File: config.mk
export PLATFORM = sky130hd
export DESIGN_NAME = phy_rx_deserializer
export DESIGN_NICKNAME = d
export VERILOG_FILES = /design/src/rtl/phy_rx_deserializer_pkg.sv /design/src/rtl/phy_rx_aligner.sv /design/src/rtl/phy_rx_deserializer.sv
export SDC_FILE = /design/constraint.sdc
export NUM_CORES = 1
export LEC_CHECK = 0
export BUFFER_PORTS_ARGS = -buffer_cell sky130_fd_sc_hd__buf_2
export CORE_UTILIZATION = 45
export CTS_CLUSTER_SIZE = 40
export DETAILED_ROUTE_END_ITERATION = 6
export PLACE_DENSITY_LB_ADDON = 0.05
export SETUP_SLACK_MARGIN = 0.15
export SYNTH_ARGS = -nofsm -noshare
export SYNTH_HDL_FRONTEND = slang
export SYNTH_SLANG_ARGS = --single-unit
File: constraint.sdc
create_clock -name clk_32f -period 3.55 [get_ports clk_32f]
set_input_delay 0.1775 -clock clk_32f [delete_from_list [all_inputs] [get_ports clk_32f]]
set_output_delay 0.1775 -clock clk_32f [all_outputs]
set_load 0.02 [all_outputs]
File: src/rtl/phy_rx_deserializer_pkg.sv
// rtl/phy_rx_deserializer_pkg.sv - shared link constants and receive FSM encoding
package phy_rx_deserializer_pkg;

  localparam logic [7:0] COM_BYTE  = 8'hBC;
  localparam int         COM_COUNT = 4;

  typedef enum logic [1:0] {
    SEARCH  = 2'd0,
    CONFIRM = 2'd1,
    SYNCED  = 2'd2
  } rx_state_t;

endpackage

File: src/rtl/phy_rx_aligner.sv
// rtl/phy_rx_aligner.sv - bit-granular COM search, byte-boundary confirm and sync tracking
module phy_rx_aligner
  import phy_rx_deserializer_pkg::*;
#(
  parameter logic [7:0] COM_BYTE  = phy_rx_deserializer_pkg::COM_BYTE,
  parameter int         COM_COUNT = phy_rx_deserializer_pkg::COM_COUNT
) (
  input  logic       clk_32f,
  input  logic       reset,
  input  logic       data_serial,
  input  logic       resync,
  output logic [7:0] rx_byte,
  output logic       is_com,
  output logic       byte_done,
  output logic       synced
);

  localparam int            CW       = $clog2(COM_COUNT + 1);
  localparam logic [CW-1:0] COM_LAST = CW'(COM_COUNT - 1);

  rx_state_t     state;
  // Older seven bits of the window; the live data_serial bit completes the byte.
  logic [6:0]    sr;
  logic [2:0]    bit_cnt;
  logic [CW-1:0] com_cnt;

  assign rx_byte   = {sr, data_serial};
  assign is_com    = (rx_byte == COM_BYTE);
  assign byte_done = (state == SYNCED) && (bit_cnt == 3'd7);

  always_ff @(posedge clk_32f or posedge reset) begin
    if (reset) begin
      state   <= SEARCH;
      sr      <= '0;
      bit_cnt <= '0;
      com_cnt <= '0;
      synced  <= 1'b0;
    end else begin
      sr <= rx_byte[6:0];
      if (resync) begin
        state   <= SEARCH;
        bit_cnt <= '0;
        com_cnt <= '0;
        synced  <= 1'b0;
      end else begin
        case (state)
          SEARCH: begin
            bit_cnt <= '0;
            if (is_com) begin
              com_cnt <= CW'(1);
              if (COM_COUNT <= 1) begin
                state  <= SYNCED;
                synced <= 1'b1;
              end else begin
                state <= CONFIRM;
              end
            end
          end
          CONFIRM: begin
            bit_cnt <= bit_cnt + 3'd1;
            if (bit_cnt == 3'd7) begin
              if (!is_com) begin
                state   <= SEARCH;
                com_cnt <= '0;
              end else begin
                com_cnt <= com_cnt + CW'(1);
                if (com_cnt == COM_LAST) begin
                  state  <= SYNCED;
                  synced <= 1'b1;
                end
              end
            end
          end
          SYNCED: begin
            bit_cnt <= bit_cnt + 3'd1;
          end
          default: begin
            state   <= SEARCH;
            bit_cnt <= '0;
            com_cnt <= '0;
            synced  <= 1'b0;
          end
        endcase
      end
    end
  end

endmodule

File: src/rtl/phy_rx_deserializer.sv
// rtl/phy_rx_deserializer.sv - serial receive path: alignment plus 32-bit word assembly
module phy_rx_deserializer
  import phy_rx_deserializer_pkg::*;
#(
  parameter logic [7:0] COM_BYTE  = phy_rx_deserializer_pkg::COM_BYTE,
  parameter int         COM_COUNT = phy_rx_deserializer_pkg::COM_COUNT
) (
  input  logic        clk_32f,
  input  logic        reset,
  input  logic        data_serial,
  input  logic        resync,
  output logic [31:0] data_out,
  output logic        valid_out,
  output logic        active,
  output logic        err_partial
);

  logic [7:0]  rx_byte;
  logic        is_com;
  logic        byte_done;
  logic [1:0]  byte_idx;
  // Lanes 3..1 of the word in flight; lane 0 comes straight from rx_byte.
  logic [23:0] word_buf;

  phy_rx_aligner #(
    .COM_BYTE  (COM_BYTE),
    .COM_COUNT (COM_COUNT)
  ) u_aligner (
    .clk_32f     (clk_32f),
    .reset       (reset),
    .data_serial (data_serial),
    .resync      (resync),
    .rx_byte     (rx_byte),
    .is_com      (is_com),
    .byte_done   (byte_done),
    .synced      (active)
  );

  always_ff @(posedge clk_32f or posedge reset) begin
    if (reset) begin
      data_out    <= '0;
      valid_out   <= 1'b0;
      err_partial <= 1'b0;
      byte_idx    <= '0;
      word_buf    <= '0;
    end else begin
      err_partial <= 1'b0;
      if (resync) begin
        byte_idx  <= '0;
        valid_out <= 1'b0;
      end else if (byte_done) begin
        if (is_com) begin
          err_partial <= (byte_idx != 2'd0);
          byte_idx    <= '0;
          valid_out   <= 1'b0;
        end else begin
          case (byte_idx)
            2'd0: word_buf[23:16] <= rx_byte;
            2'd1: word_buf[15:8]  <= rx_byte;
            2'd2: word_buf[7:0]   <= rx_byte;
            default: begin
              data_out  <= {word_buf, rx_byte};
              valid_out <= 1'b1;
            end
          endcase
          byte_idx <= byte_idx + 2'd1;
        end
      end
    end
  end

endmodule

==> results, run 1 <==
- The maximum buffer depth of the clock tree is 2.
- The number of global-route vias before repair is 1,692.
- Net switching is 24.2% of the power.
- In the synthesized netlist the async set-or-reset flop fraction comes to 100%.
- The die span in x is 86.2 um.
- The total negative setup slack is 0 ps.
- The critical path is of the reg2reg type.
- The combined area of the multi-input logic cells is 1220 um2.
- The power density relative to cell area is 454 nW/um2.
- The clock root buffer master is sky130_fd_sc_hd__clkbuf_8.
- Traced cell by cell, the critical path runs through inv_1 -> ha_1 -> nand3b_1 -> a21oi_4 -> nand2_4 -> mux2_4.
- On the final layout, the worst hold slack is -8.73 ps.
- The count of synthesis-stage warnings from yosys is 0.
- The first global-routing pass estimated 8.56 mm of wire.
- Power comes to 0.00167 W.
- The overall routed net length is 5.23 mm.
- The sequential fraction of the synthesis area is 59.7%.
- The number of instances resized during post-cts repair is 0.
- Max-cap violations in this run came to 0.
- Clock-pin slew was measured on the worst setup and hold paths at 80 ps.
- The row count is 30.
- Counting both buffers and inverters, the worst setup path holds a total of 1.
- The HPWL after detailed placement is 3.47 mm.
- The total iterations of the first detailed-routing run is 4.
- The congestion estimate from routability-driven global placement came to 0.764.
- For this block, the initial DRC count from the detailed router was 53.
- The delay of the slowest cell on the worst path is 420 ps.
- The largest individual stage delay along the critical path comes from the cell sky130_fd_sc_hd__mux2_4.
- STA puts the critical path data arrival time at 2360 ps.
- The final reports fail on hold timing.
- The vias after detailed routing is 1,733.
- The fraction of synthesized cell area taken by the top area cell type is 59.7%.
- Sorting the synthesized cells by area gives the leading types as sky130_fd_sc_hd__dfrtp_1, sky130_fd_sc_hd__mux2_4, sky130_fd_sc_hd__mux2_2, sky130_fd_sc_hd__ha_1, sky130_fd_sc_hd__buf_6.
- The total global routing track utilization is 15.6%.
- The initial utilization of the core area, before any placement, comes to 46.6%.
- The area of the die is 7420 um2.
- The area occupied by registers is 1900 um2.
- After technology mapping, the gate count stands at 206.
- The die extent in y is 86.2 um.
- The path type of the worst min-delay path is in2async.
- The largest vdd supply drop is 0.306 mV.
- The most common flop cell mapped by yosys is sky130_fd_sc_hd__dfrtp_1.
- The number of buffers added on ports is 38.
- At the pin with the least slew margin, the transition time is 822 ps.
- The time the worst path needs with I/O delays and setup is 2130 ps.
- sky130_fd_sc_hd__dfrtp_1 is the most common cell in the netlist.
- The number of antenna violations at the first check in global routing came to 0.
- The final number of max-transition violations was 0.
- The count of nets after finishing is 269.
- Counting the buffers created by CTS gives 9.
- The net count after synthesis is 222.
- The maximum frequency from static timing analysis is 469 MHz.
- The relative contribution of sequential cells to total power is 53.5%.
- The number of nets with antenna violations after detailed routing is 0.
- The number of storage elements in the synthesis netlist is 76.
- Relative to the synthesized area, the layout overhead comes to 15.3%.
- TritonCTS built the clock tree.
- Clock latency on the worst-skew pair, taken at its later pin, is 340 ps.
- The biggest area consumer among synthesized cells is sky130_fd_sc_hd__dfrtp_1.
- The number of hold violations in the final report is 6.
- Of all nets on the critical path, the largest fanout is 32.
- Of the available clock period, the critical path in the final layout requires 60.0%.
- The pin count of the biggest net entering global routing is 40.
- Combinational cells account for 6.8% of the total power.
- Setup repair after global routing left no endpoint under its margin.
- In the routed layout, each cell is associated on average with a via count of 4.90.
- At the worst endpoint, the required time is 3780 ps.
- For this run the aggregate overflow at the end of global routing stands at 0.
- The reported net switching power is 0.000403 W.
- The remaining routing DRC violations is 0.
- The post-route netlist has 45.7% of its cells at a drive strength greater than 1.
- The clock network burns 39.7% of the power.
- The critical path's top delay family is simple AND/OR/NAND/NOR gates.
- The final setup violation count is 0.
- The clock tree skew after final layout is 11.1 ps.
- The number of setup buffers added after CTS is 0.
- The endpoint class of the critical path is a register.
- Internal power comes to 0.00126 W.
- The worst pin sits at a relative slew slack of 45.1%.
- The routed wire length per instance is 14.8 um.
- In this run the static leakage power is 2.03 nW.
- The number of enable-type register cells in the synthesized netlist is 0.
- In this run the standard cell core region covers 6830 um2.
- Counting every sink on the clock net gives 76.
- Counting the fill cells in the layout gives 598.
- The post-synthesis cell area is 3190 um2.
- By count the netlist is led by sky130_fd_sc_hd__dfrtp_1, sky130_fd_sc_hd__mux2_4, sky130_fd_sc_hd__mux2_2, sky130_fd_sc_hd__ha_1, sky130_fd_sc_hd__inv_1.
- The flow ran to the end, but the final reports show violations.
- The startpoint type of the worst setup path is a register.
- Measured on the finished design, the core utilization comes to 53.8%.
- The number of hold-repair buffers added at the cts stage is 0.
- The depth of the CTS H-tree is 3.
- The number of library cell types mapped by synthesis is 33.
- 0 antenna diodes ended up in the layout.
- The synthesized area per cell is 15.5 um2.
- The boundary pin count is 39.
per-stage QoR:
stage	std cells	setup slack, ps	instance area, um2
global placement	338	1460	3470
detailed placement	338	1420	3470
floorplan	206	1430	3190
global route	354	1260	3670
finish	354	1420	3670
CTS	354	1420	3670
worst paths after layout:
path | start | end | slack [ps] | depth (start not counted)
max | u_aligner.state[0]$_DFFE_PP0P_ | data_out[23]$_DFFE_PP0P_ | 1420 | 6
min | reset | u_aligner.sr[0]$_DFF_PP0_ | -9 | 2
max reg2reg | u_aligner.state[0]$_DFFE_PP0P_ | data_out[23]$_DFFE_PP0P_ | 1420 | 6
min reg2reg | u_aligner.bit_cnt[0]$_DFF_PP0_ | u_aligner.bit_cnt[0]$_DFF_PP0_ | 460 | 1
max in group asynchronous | reset | word_buf[7]$_DFFE_PP0P_ | 2760 | 3
min in group clk_32f | data_serial | u_aligner.sr[0]$_DFF_PP0_ | 30 | 1
power groups by stage:
stage / clock, W / combinational, W / sequential [W]
3_3_place_gp: 0 / 0.000116 / 0.000908
3_5_place_dp: 0 / 0.000116 / 0.000909
5_1_grt: 0.000718 / 0.000133 / 0.000893
4_1_cts: 0.000683 / 0.000116 / 0.000892
6_report: 0.000662 / 0.000114 / 0.000891
2_1_floorplan: 0 / 0.0000867 / 0.000904
state kept, by name, indices dropped and copies added (netlist names):
name               flops
u_aligner.com_cnt      3
data_out              32
byte_idx               2
u_aligner.bit_cnt      3
u_aligner.sr           7
word_buf              24
u_aligner.synced       1
u_aligner.state        2
valid_out              1
err_partial            1
logic make-up (layout without fill, tap and decap cells):
kind of cell / count (synthesis) / in the layout / share of synthesized area (%)
AOI/OAI and AO/OA: 15 / 15 / 3.26
and+or+nand+nor: 34 / 34 / 6.60
adders and majority gates: 12 / 12 / 4.71
buffers and inverters: 12 / 64 / 2.12
DFF: 76 / 76 / 59.7
muxes: 57 / 57 / 23.6
final cells by class:
cell class | instances | share of cell area, %
Clock buffer | 11 | 3.85
Clock inverter | 5 | 1.60
Inverter | 8 | 0.817
Multi-Input combinational cell | 118 | 33.1
Sequential cell | 76 | 51.8
Tap cell | 96 | 3.27
Timing Repair Buffer | 40 | 5.58
layout by cell type (no fill, tap or decap), types with 3 or more instances in the layout:
| master | count |
|---|---|
| sky130_fd_sc_hd__a21oi_1 | 5 |
| sky130_fd_sc_hd__buf_2 | 38 |
| sky130_fd_sc_hd__clkbuf_8 | 10 |
| sky130_fd_sc_hd__dfrtp_1 | 76 |
| sky130_fd_sc_hd__ha_1 | 12 |
| sky130_fd_sc_hd__inv_1 | 7 |
| sky130_fd_sc_hd__mux2_2 | 26 |
| sky130_fd_sc_hd__mux2_4 | 30 |
| sky130_fd_sc_hd__nand2_1 | 6 |
| sky130_fd_sc_hd__nand2_2 | 3 |
| sky130_fd_sc_hd__nor2_1 | 5 |
| sky130_fd_sc_hd__nor3_1 | 3 |
metal layers:
metal / routed length, um / vias up / track usage [%]
met1: 2610 / 866 / 21.3
met3: 170 / 6 / 3.18
met2: 2370 / 34 / 23.3
li1: - / 827 / -
met4: 80 / 0 / 8.64
met5: 0 / - / 0
Power figures use the tool's default switching activity.
==> run 2, diff against run 1 <==
==> constraint.sdc (replaced) <==
create_clock -name clk_32f -period 2.2 [get_ports clk_32f]
set_input_delay 0.11 -clock clk_32f [delete_from_list [all_inputs] [get_ports clk_32f]]
set_output_delay 0.11 -clock clk_32f [all_outputs]
set_load 0.02 [all_outputs]
==> results, run 2 (same netlist as run 1, synthesis figures left out) <==
- The overall routed net length is 5.40 mm (+3.4%).
- The number of buffers created by CTS is 9 (unchanged).
- TritonCTS built the clock tree.
- The static leakage is 2.06 nW (+1.3%).
- The detailed-placement wirelength estimate was 3.53 mm (+1.9%).
- In the final layout, the registers with the most flip-flops are data_out x32, word_buf x24, u_aligner.sr x7.
- The data arrival time of the critical path is 2160 ps (-200 ps).
- The time the worst path needs with I/O delays and setup is 1930 ps (-200 ps).
- The routed wire length per instance is 15.1 um (+2.2%).
- The number of hold violations in the final report is 0 (-6).
- The violation count after the first detailed-route iteration was 110 (+110%).
- The remaining routing DRC violations came to 0 (unchanged).
- The clock transition at the register clock pins on the worst setup and hold paths after CTS was 80 ps (about the same).
- The combined area of the multi-input logic cells is 1220 um2 (+0.21%).
- The cell with the largest stage delay on the worst path is sky130_fd_sc_hd__dfrtp_1.
- The global-route wire length before repair came to 8.89 mm (+3.8%).
- The delay of the slowest cell on the worst path is 400 ps (-20 ps).
- The top cell types in the final layout, fill and taps aside, are sky130_fd_sc_hd__dfrtp_1, sky130_fd_sc_hd__buf_2, sky130_fd_sc_hd__mux2_4, sky130_fd_sc_hd__mux2_2.
- The maximum buffer depth of the clock tree is 2 (unchanged).
- The die extent in y is 86.2 um (unchanged).
- The last weighted congestion value of the routability-driven placer was 0.747 (-2.1%).
- The flow ran to the end, and the final reports show no timing, DRC or antenna violations.
- The number of antenna violations at the first check in global routing is 0 (unchanged).
- The number of buffers inserted by post-CTS setup repair is 0 (unchanged).
- The worst setup slack for register-to-register paths is 270 ps (-1150 ps).
- The post-route fraction of the period consumed by the critical path was 87.7% (+28 points).
- The critical path's top delay family is flip-flops.
- The number of sinks on the clock net is 76 (unchanged).
- The critical path goes through inv_1 -> ha_2 -> nand3b_1 -> a21oi_4 -> nand2_4 -> buf_12 -> mux2_4.
- The die span in x is 86.2 um (unchanged).
- The area of the die is 7420 um2 (unchanged).
- The worst-skew pair later-pin latency is 350 ps (about the same).
- The buffer and inverter count on the worst path is 2 (+1).
- The required time reported for the critical path endpoint is 2430 ps (-1350 ps).
- The number of vias per cell after detailed routing is 4.88 (-0.26%).
- STA classifies the critical path endpoint as a register.
- The final number of max-transition violations is 0 (unchanged).
- The worst setup path is launched from a register.
- The worst setup slack after placement came to 261 ps (-1160 ps).
- The global-route track usage on met2 was 23.3% (unchanged).
- The pin count of the biggest net entering global routing is 47 (+18%).
- The filler cell count in the final layout is 625 (+4.5%).
- The row count is 30 (unchanged).
- The number of inserted diodes is 0 (unchanged).
- The largest vdd supply drop is 0.326 mV (+6.5%).
- The total iterations of the first detailed-routing run is 4 (unchanged).
- The initial standard-cell utilization of the core is 46.6% (unchanged).
- The boundary pin count is 39 (unchanged).
- More flip-flops sit in one register than any other, and that register is data_out.
- The worst setup slack after layout is 270 ps (-1150 ps).
- The depth of the CTS H-tree came to 3 (unchanged).
- The power density relative to cell area is 701 nW/um2 (+54%).
- The count of nets after finishing is 273 (+1.5%).
- The area of the core region was 6830 um2 (unchanged).
- The synthesis-to-layout area growth is 16.8%.
- The worst slew margin relative to its limit came to 71.6% (+27 points).
- The number of flip-flops under the largest register name is 32 (unchanged).
- Setup repair after global routing left no endpoint under its margin.
- The met3 capacity usage during global routing was 6.06% (+2.9 points).
- The tightest min-delay check is of the in2reg type.
- The maximum net fanout on the critical path is 32 (unchanged).
- The number of nets with antenna violations after detailed routing is 0 (unchanged).
- The final setup violation count is 0 (unchanged).
- The slew at the pin with the worst max-slew slack is 420 ps (-403 ps).
- The total chip power is 0.00261 W (+57%).
- Leaving out fill and tap cells, the most frequent cell in the layout is sky130_fd_sc_hd__dfrtp_1.
- The maximum frequency from static timing analysis was 518 MHz (+10%).
- The post-placement cell area is 3510 um2 (+1.2%).
- The number of global-route vias before repair is 1,703 (+0.65%).
- In this run the clock root is driven by a sky130_fd_sc_hd__clkbuf_8.
- The max-capacitance violation count came to 0 (unchanged).
- The clock tree skew after final layout came to 7.46 ps (-3.63 ps).
- The area occupied by registers came to 1900 um2 (unchanged).
- The total global routing track utilization is 16.2% (+0.63 points).
- The vias after detailed routing is 1,748 (+0.87%).
- The total negative setup slack was 0 ps (unchanged).
- The number of buffers added on ports is 38 (unchanged).
- The met1 track demand over resource was 22.4% (+1.2 points).
- The post-route cell area is 3720 um2 (+1.3%).
- The start-to-end type of the worst setup path is reg2reg.
- The share of layout cells above drive strength 1 is 46.6% (+0.83 points).
- The most heavily used metal layer in global routing is met2.
- The total congestion overflow after global routing is 0 (unchanged).
==> run 2: metal layers <==
| layer | vias up | share of wire, % |
|---|---|---|
| met5 | - | 0 |
| met4 | 0 | 1.4 |
| met3 | 10 | 3.7 |
| met2 | 29 | 45 |
| met1 | 878 | 50 |
| li1 | 831 | - |
==> run 2: final timing paths <==
check / startpoint / to / depth (start not counted)
max in group asynchronous: reset / word_buf[9]$_DFFE_PP0P_ / 4
setup / recovery: u_aligner.state[0]$_DFFE_PP0P_ / data_out[0]$_DFFE_PP0P_ / 7
hold reg to reg: u_aligner.bit_cnt[0]$_DFF_PP0_ / u_aligner.bit_cnt[0]$_DFF_PP0_ / 1
hold / removal: resync / byte_idx[0]$_DFFE_PP0P_ / 2
setup reg to reg: u_aligner.state[0]$_DFFE_PP0P_ / data_out[0]$_DFFE_PP0P_ / 7
min in group asynchronous: reset / u_aligner.bit_cnt[0]$_DFF_PP0_ / 4
==> run 2: power by group <==
group          switching [W]  internal [W]
Combinational       0.000120     0.0000712
Clock               0.000508      0.000473
Sequential         0.0000201       0.00142
==> run 2: metrics by stage <==
stage | hold WS (ps) | utilization, % | instances
final | 87.9 | 54.5 | 358
after global routing | 109 | 54.5 | 358
after CTS | 67.2 | 54.5 | 358
after detailed placement | 182 | 51.4 | 340
after global placement | 182 | 51.4 | 340
after floorplan | 141 | - | 206
==> run 2: timing repair <==
item	in CTS	in global routing
hold endpoints to repair	77	0
hold buffers	2	0
setup endpoints to repair	0	29
resized for setup	0	1
==> run 2: final cells by class <==
| type | instances | area share [%] |
|---|---|---|
| clock inverters | 5 | 0.941 |
| inverters | 8 | 0.806 |
| clock buffers | 11 | 4.07 |
| multi-input cells | 118 | 32.8 |
| well taps | 96 | 3.23 |
| repair buffers | 44 | 7.12 |
| flip-flops and latches | 76 | 51.1 |
